==> config.mk <==
export PLATFORM = sky130hd
export DESIGN_NAME = prog_lut_engine
export DESIGN_NICKNAME = d
export VERILOG_FILES = /design/src/rtl/lut_pkg.sv /design/src/rtl/lut_mem.sv /design/src/rtl/prog_lut_engine.sv
export SDC_FILE = /design/constraint.sdc
export NUM_CORES = 1
export LEC_CHECK = 0
export BUFFER_PORTS_ARGS = -buffer_cell sky130_fd_sc_hd__buf_4
export CORE_AREA = 2 2 52 54
export CTS_CLUSTER_SIZE = 20
export DETAILED_ROUTE_END_ITERATION = 8
export DIE_AREA = 0 0 54 56
export PLACE_DENSITY = 0.81
export SYNTH_ARGS = -nofsm -noshare
export SYNTH_HDL_FRONTEND = slang
export SYNTH_SLANG_ARGS = --single-unit
export TNS_END_PERCENT = 20
==> constraint.sdc <==
create_clock -name clk -period 1.9 [get_ports clk]
set_clock_uncertainty 0.15 [all_clocks]
set_input_delay 0.19 -clock clk [delete_from_list [all_inputs] [get_ports clk]]
set_output_delay 0.19 -clock clk [all_outputs]
set_load 0.01 [all_outputs]
==> src/rtl/lut_pkg.sv <==
// Shared types and helpers for the programmable lookup-table engine.
package lut_pkg;

  typedef enum logic {
    CLEAR,
    RUN
  } lut_state_e;

  // Number of table entries for a given address width.
  function automatic int unsigned lut_depth(input int unsigned addr_w);
    return 32'd1 << addr_w;
  endfunction

endpackage

==> src/rtl/lut_mem.sv <==
// Table storage: 2^ADDR_W entries of DATA_W bits.
// One synchronous write port and one combinational read port.
// A read at the address being written returns the old entry.
module lut_mem
  import lut_pkg::*;
#(
  parameter int ADDR_W = 4,
  parameter int DATA_W = 1
) (
  input  logic              clk,
  input  logic              we,
  input  logic [ADDR_W-1:0] waddr,
  input  logic [DATA_W-1:0] wdata,
  input  logic [ADDR_W-1:0] raddr,
  output logic [DATA_W-1:0] rdata
);

  localparam int DEPTH = lut_depth(ADDR_W);

  logic [DATA_W-1:0] mem [DEPTH];

  // Storage update; entries carry no reset, the clear sweep zeroes them.
  always_ff @(posedge clk) begin
    if (we) begin
      mem[waddr] <= wdata;
    end
  end

  assign rdata = mem[raddr];

endmodule

==> src/rtl/prog_lut_engine.sv <==
// Runtime-programmable lookup table with valid/ready lookups, a config
// write port and a one-entry-per-cycle clear sweep after reset/on request.
module prog_lut_engine
  import lut_pkg::*;
#(
  parameter int ADDR_W = 4,
  parameter int DATA_W = 1
) (
  input  logic              clk,
  input  logic              rst,
  input  logic              cfg_we,
  input  logic [ADDR_W-1:0] cfg_addr,
  input  logic [DATA_W-1:0] cfg_data,
  input  logic              clr_req,
  output logic              busy,
  input  logic              in_valid,
  output logic              in_ready,
  input  logic [ADDR_W-1:0] in_addr,
  output logic              out_valid,
  input  logic              out_ready,
  output logic [DATA_W-1:0] out_data,
  output logic [ADDR_W-1:0] out_addr
);

  localparam logic [ADDR_W-1:0] CNT_LAST = '1;

  lut_state_e        state, state_nx;
  logic [ADDR_W-1:0] clr_cnt, clr_cnt_nx;

  logic              mem_we;
  logic [ADDR_W-1:0] mem_waddr;
  logic [DATA_W-1:0] mem_wdata;
  logic [DATA_W-1:0] rd_data_p0;

  logic              vld_p1;
  logic [DATA_W-1:0] data_p1;
  logic [ADDR_W-1:0] addr_p1;
  logic              accept;

  lut_mem #(
    .ADDR_W(ADDR_W),
    .DATA_W(DATA_W)
  ) u_mem (
    .clk  (clk),
    .we   (mem_we),
    .waddr(mem_waddr),
    .wdata(mem_wdata),
    .raddr(in_addr),
    .rdata(rd_data_p0)
  );

  // FSM state and clear counter registers.
  always_ff @(posedge clk) begin
    if (rst) begin
      state   <= CLEAR;
      clr_cnt <= '0;
    end else begin
      state   <= state_nx;
      clr_cnt <= clr_cnt_nx;
    end
  end

  // Next-state logic and write-port mux between clear sweep and config port.
  always_comb begin
    state_nx   = state;
    clr_cnt_nx = clr_cnt;
    busy       = 1'b0;
    mem_we     = 1'b0;
    mem_waddr  = cfg_addr;
    mem_wdata  = cfg_data;
    unique case (state)
      CLEAR: begin
        busy      = 1'b1;
        mem_we    = 1'b1;
        mem_waddr = clr_cnt;
        mem_wdata = '0;
        if (clr_req) begin
          clr_cnt_nx = '0;
        end else if (clr_cnt == CNT_LAST) begin
          clr_cnt_nx = '0;
          state_nx   = RUN;
        end else begin
          clr_cnt_nx = clr_cnt + 1'b1;
        end
      end
      RUN: begin
        mem_we = cfg_we;
        if (clr_req) begin
          clr_cnt_nx = '0;
          state_nx   = CLEAR;
        end
      end
      default: state_nx = CLEAR;
    endcase
  end

  assign in_ready = (state == RUN) && (!vld_p1 || out_ready);
  assign accept   = in_valid && in_ready;

  // ---- stage p0 -> p1: table read captured into the output register ----
  // Output register; holds its contents while stalled.
  always_ff @(posedge clk) begin
    if (rst) begin
      vld_p1  <= 1'b0;
      data_p1 <= '0;
      addr_p1 <= '0;
    end else if (accept) begin
      vld_p1  <= 1'b1;
      data_p1 <= rd_data_p0;
      addr_p1 <= in_addr;
    end else if (out_ready) begin
      vld_p1  <= 1'b0;
    end
  end

  assign out_valid = vld_p1;
  assign out_data  = data_p1;
  assign out_addr  = addr_p1;

endmodule

---- Word level (Yosys, flattened, before mapping) ----
Memory sizes are Yosys's and may differ from the RTL's. A register that Yosys moved wholly into a read port is not among the register bits.
Cells that the tools add are included.
operators by class
  add/sub/neg operators ................... 1
  $mul .................................... 0
  div/mod/pow operators ................... 0
  $lt $le $gt $ge ......................... 0
  eq/ne operators ......................... 2
  shift-type cells ........................ 0
  multiplexer cells ....................... 16
  bitwise operators ....................... 1
  reduce and logical (&&, ||, !) cells .... 5
operator list
  operator               number
  $mux W4                4
  $mux W1                9
  $pmux W4 S2            1
  $add A4 B1 Y4 const B  1
  $eq A4 B4 Y1 const B   1
  $pmux W1 S2            2
  $logic_and A1 B1 Y1    2
  $ne A2 B2 Y1 const B   1
  $reduce_bool A2 Y1     1
  $logic_not A1 Y1       1
  $logic_or A1 B1 Y1     1
  $not A1 Y1             1
storage, ports and cells
  flip-flop bits (word level) ............. 10
  bits in latches ......................... 0
  bits in writable memories ............... 16
  ROM bits ................................ 0
  output and inout bits ................... 8
  logic and storage cells ................. 30
  memories ................................ 1
memory list
  name       words  width  read ports  clocked after Yosys merged registers in  write ports  RTL line       text
  u_mem.mem  16     1      1           1                                        1            lut_mem.sv:20  logic [DATA_W-1:0] mem [DEPTH];

---- Logic depth before layout (Yosys ltp) ----
  depth in word-level cells ............... 5
  mapped depth ............................ 5
  gate-level depth less buffers ........... 4

---- Hierarchy ----
From an unflattened synthesis, not the netlist that was laid out.
unflattened totals
  cells, all modules ...................... 105
  area total of the unflattened synthesis .. 1271.2 µm²
by module, submodules not included
  module           instances  cells each  area an instance (µm²)  sequential area each (µm²)
  lut_mem          1          46          725.7                   480.5
  prog_lut_engine  1          59          545.5                   220.2

---- Worst setup path after synthesis ----
OpenSTA, ideal clock, no wires.
  kind .................................... register -> register
  start point ............................. reg vld_p1, in the netlist out_valid
  end point ............................... reg data_p1, in the netlist out_data (read register of u_mem.mem)
  data arrival time ....................... 1.372 ns
  path slack .............................. 0.303 ns
  stages on the path, launching flop included .. 5
  buffers on the path ..................... 0
  clock period less this slack ............ 1.597 ns
  cells stage by stage .................... dfxtp_1 nand2b_1 nand3_1 or4_1 a31oi_1
on the way
  cells in the longest elaborated chain, start to end .. 4
ends and longest elaborated chain
  element                 RTL line                text
  start, declared         prog_lut_engine.sv:35   logic vld_p1;
  start signal, assigned  prog_lut_engine.sv:104  vld_p1 <= 1'b0;
  start signal, assigned  prog_lut_engine.sv:108  vld_p1 <= 1'b1;
  start signal, assigned  prog_lut_engine.sv:112  vld_p1 <= 1'b0;
  $logic_not A1 Y1        prog_lut_engine.sv:97   assign in_ready = (state == RUN) && (!vld_p1 || out_ready);
  $logic_or A1 B1 Y1      prog_lut_engine.sv:97
  $logic_and A1 B1 Y1     prog_lut_engine.sv:97
  $logic_and A1 B1 Y1     prog_lut_engine.sv:98   assign accept = in_valid && in_ready;
  end, declared           prog_lut_engine.sv:36   logic [DATA_W-1:0] data_p1;
Every way passes these cells.
A chain may end at the register's enable or synchronous reset.

==> impl_results.md <==
- Status: finished with violations
- Failing checks: hold timing
- Final Cycle Share: 93.7%
- Count of different cell masters after synthesis: 28
- Reg-to-Reg Start: clr_cnt[1]
- Final Hold Fails: 1
- DIE AREA: between 0.003 and 0.004 sq mm
- CTS max path bufs: 2
- FP Rows: 18
- VDD IR max: 0.424 mV
- H-tree depth: 1
- Sw Ratio: 21.7%
- # fillers: 211
- Routed wire length: 2.31 mm
- Vias in the first global route: approximately 940
- Setup bufs post-CTS: 0
- Max-slew violation count: 0
- Reg area: 703 sq um
- Leak: between 0.0006 and 0.0007 uW
- Met2 WL: 1.08 mm
- Worst-path clk slew: 0.15 ns
- Clk network pwr share: 26.4%
- RSZ-0062 raised after global routing: false
- Vias/cell: 5.48
- Crit. End Element: register
- First-pass GRT wire length: 3.98 mm
- Grt ovf: 0
- Adder-cell share of the synthesized area: under 10%
- Initial antenna violation count: 0
- Die Wd: 54 microns
- Post-Route M1 WL: 1.10 mm
- Worst-Skew Late Latency: about 0.32 ns
- Largest net degree at the start of global routing: 17
- Internal cell power: 744 uW
- Min Tclk post-route: 1.78 ns
- Critical Path Start: in_addr[0]
- Pre-Repair DR Iteration Count: 5
- Crit Path Max Fanout: 7
- Syn Std Cell Area: 0.00124 sq mm
- Slew @ Worst Pin: between 0.4 and 0.5 ns
- Post-Route Utilization: between 60% and 70%
- Worst reg-to-reg setup slack: 0.12 ns
- Power Dens Cells: 624 mW/mm^2
- Share of layout cells above drive strength 1: 23.9%
- Seq cells post-synth: 27
- Wire per inst: 13.4 microns
- Largest family of logic cells by synthesized area: simple AND/OR/NAND/NOR gates
- Max frequency: 561 MHz
- Comb power frac: 8.0%
- Drt initial violations: 16
- Footprint of the multi-input gates: 518 sq um
- Metal3 WL: 108 microns
- Uppermost routed layer: met4
- Compound-Gate Fraction of Synth Area: under 10%
- Drt drc: 0
- Mux contribution to synthesized area: approximately 12%
- Hold path depth: 3
- Sequential power share: 65.6%
- Synth Area in Simple Gates: 19.4%
- CTS tree: built
- Hold_sp: in_addr[3]
- Worst hold margin: -0.000620 ns
- Final setup vio count: 0
- IO Pins: 23
- Ant. Diodes: 0
- Starting density of the core: 51.1%
- Setup_tns: 0 ns
- Sw power: around 210 uW
- Slew margin rel.: 68.6%
- GP Congestion: 0.839
- Die Span Y: 56 microns
- DR vias: around 940
- R2R cell count: 5
- Max-cap violations: 0
- HP Class: input port to register
- Critical Path RT: 2.01 ns
- Critical path type: input port to register
- Num CTS Buffers: 3
- Ys Warns: 0
- Mapped Nets: 129
- Area growth from synthesis to layout: 22.4%
- Xor/xnor cell area share of the yosys netlist: 0.704%
- Post-synthesis cell count: ~110
- ANT nets after route: 0
- Final nets: about 160
- Hold endpoint: out_addr[3]
- Clock root cell: clkbuf_4
- I/O Buffers: 22
- Syn Area/Cell: 11.0 sq um
- Post-DP HPWL: 1.74 mm
- Core area: 0.00243 sq mm
- All-Layer GR Usage: 17.8%
- Arrival @ worst endpoint: 1.89 ns
- Seq/Total Area, Yosys: 56.3%
- Worst Setup Start Kind: input port
- CTS Sinks: 27
- R2R Path End: clr_cnt[2]
==> synthesized netlist by cell type, drive strengths merged <==
cell type  count  share of area, %
or4            2               1.2
nor2b          3               1.5
mux2           3               2.7
edfxtp        16                39
xnor2          1              0.70
nor3b          4               2.4
and2           2               1.0
buf            2              0.80
o21ai          1              0.40
nor3           6               2.4
and3           1              0.50
inv            2              0.60
ha             1               1.0
nand2          2              0.60
a211oi         1              0.60
nor2          25               7.5
a31o           1              0.70
a21oi          4               1.6
clkbuf         2              0.60
nand3          3               1.2
o32a           1              0.80
dfxtp         11                18
mux2i          7               5.6
a31oi          7               3.5
mux4           2               3.9
o31ai          1              0.60
nand2b         2               1.0
==> sequential cells by signal, summed over array words and instances, names as in the netlist <==
register and flops:
u_mem.mem 16, clr_cnt 4, out_addr 4, state 1, out_data 1, out_valid 1
==> worst max path at each step <==
| stage | cells past startpoint | slack (ns) | to |
|---|---|---|---|
| floorplan | 4 | 0.30 | out_data |
| global placement | 4 | 0.34 | u_mem.mem[7] |
| detailed placement | 5 | 0.33 | out_data |
| CTS | 5 | 0.03 | clr_cnt[2] |
| global route | 5 | 0.0004 | clr_cnt[2] |
| finish | 6 | 0.12 | out_data |
==> metrics by stage <==
step           area (sq um)  cells  power (uW)  setup slack [ns]  hold slack, ns
6_report               1520    172         950             0.119       -0.000620
5_1_grt                1520    172         978          0.000353          0.0233
3_5_place_dp           1440    163         705             0.334           0.251
4_1_cts                1520    172         954            0.0304         0.00414
2_1_floorplan          1240    113         668             0.303           0.113
3_3_place_gp           1440    163         703             0.343           0.248
==> per-layer routing <==
layer / vias up / track usage [%]
met1: 439 / 22.6
met3: 4 / 3.23
met5: - / 0
met4: 0 / 6.07
met2: 24 / 29.6
li1: 476 / -
==> cells by family (layout without fill, tap and decap cells) <==
group                      Yosys count  in the layout
AOI/OAI and AO/OA                   16             16
adders and majority gates            1              1
xor gates and xnor gates             1              1
and+or+nand+nor                     50             50
DFF                                 27             27
muxes                               12             12
buffers and inverters                6             35
==> power groups by stage <==
stage               registers (uW)  logic [uW]  clock network [uW]
finish                         624        76.0                 251
global route                   624        85.3                 268
CTS                            623        76.3                 254
detailed placement             636        69.5                   0
global placement               635        67.6                   0
floorplan                      634        34.1                   0
==> worst max-delay path: stages <==
cell and delay (ns):
dlygate4sd3_1 0.53, buf_4 0.16, mux4_1 0.32, nor2_1 0.04, or4_1 0.49, a31oi_1 0.16
==> cell type report <==
cell class,instances,area share [%]
clock buffers,4,1.73
inverters,2,0.493
multi-input cells,80,34.0
flip-flops and latches,27,46.2
well taps,30,2.47
repair buffers,29,15.1
==> cells in the final DEF (no fill, tap or decap) <==
cell type       n
dlygate4sd3_1   5
nand2_1         2
ha_1            1
a31o_2          1
nor3_1          6
inv_1           2
mux4_2          1
a211oi_1        1
and3_1          1
o31ai_1         1
dfxtp_1         9
mux2_2          3
o32a_1          1
clkbuf_1        1
and2_1          2
edfxtp_1       16
or4_1           2
nor2b_1         3
nand2b_1        2
xnor2_1         1
dfxtp_2         2
mux2i_1         7
mux4_1          1
nand3_1         3
a31oi_1         7
nor2_1         25
o21ai_0         1
nor3b_1         4
a21oi_1         4
clkbuf_4        3
buf_4          24
==> repair_timing <==
| item | CTS | global route |
|---|---|---|
| hold endpoints to repair | 11 | 0 |
| hold buffers | 5 | 0 |
| gates resized for setup | 0 | 2 |
| setup endpoints to repair | 0 | 1 |
Power figures use the tool's default switching activity.
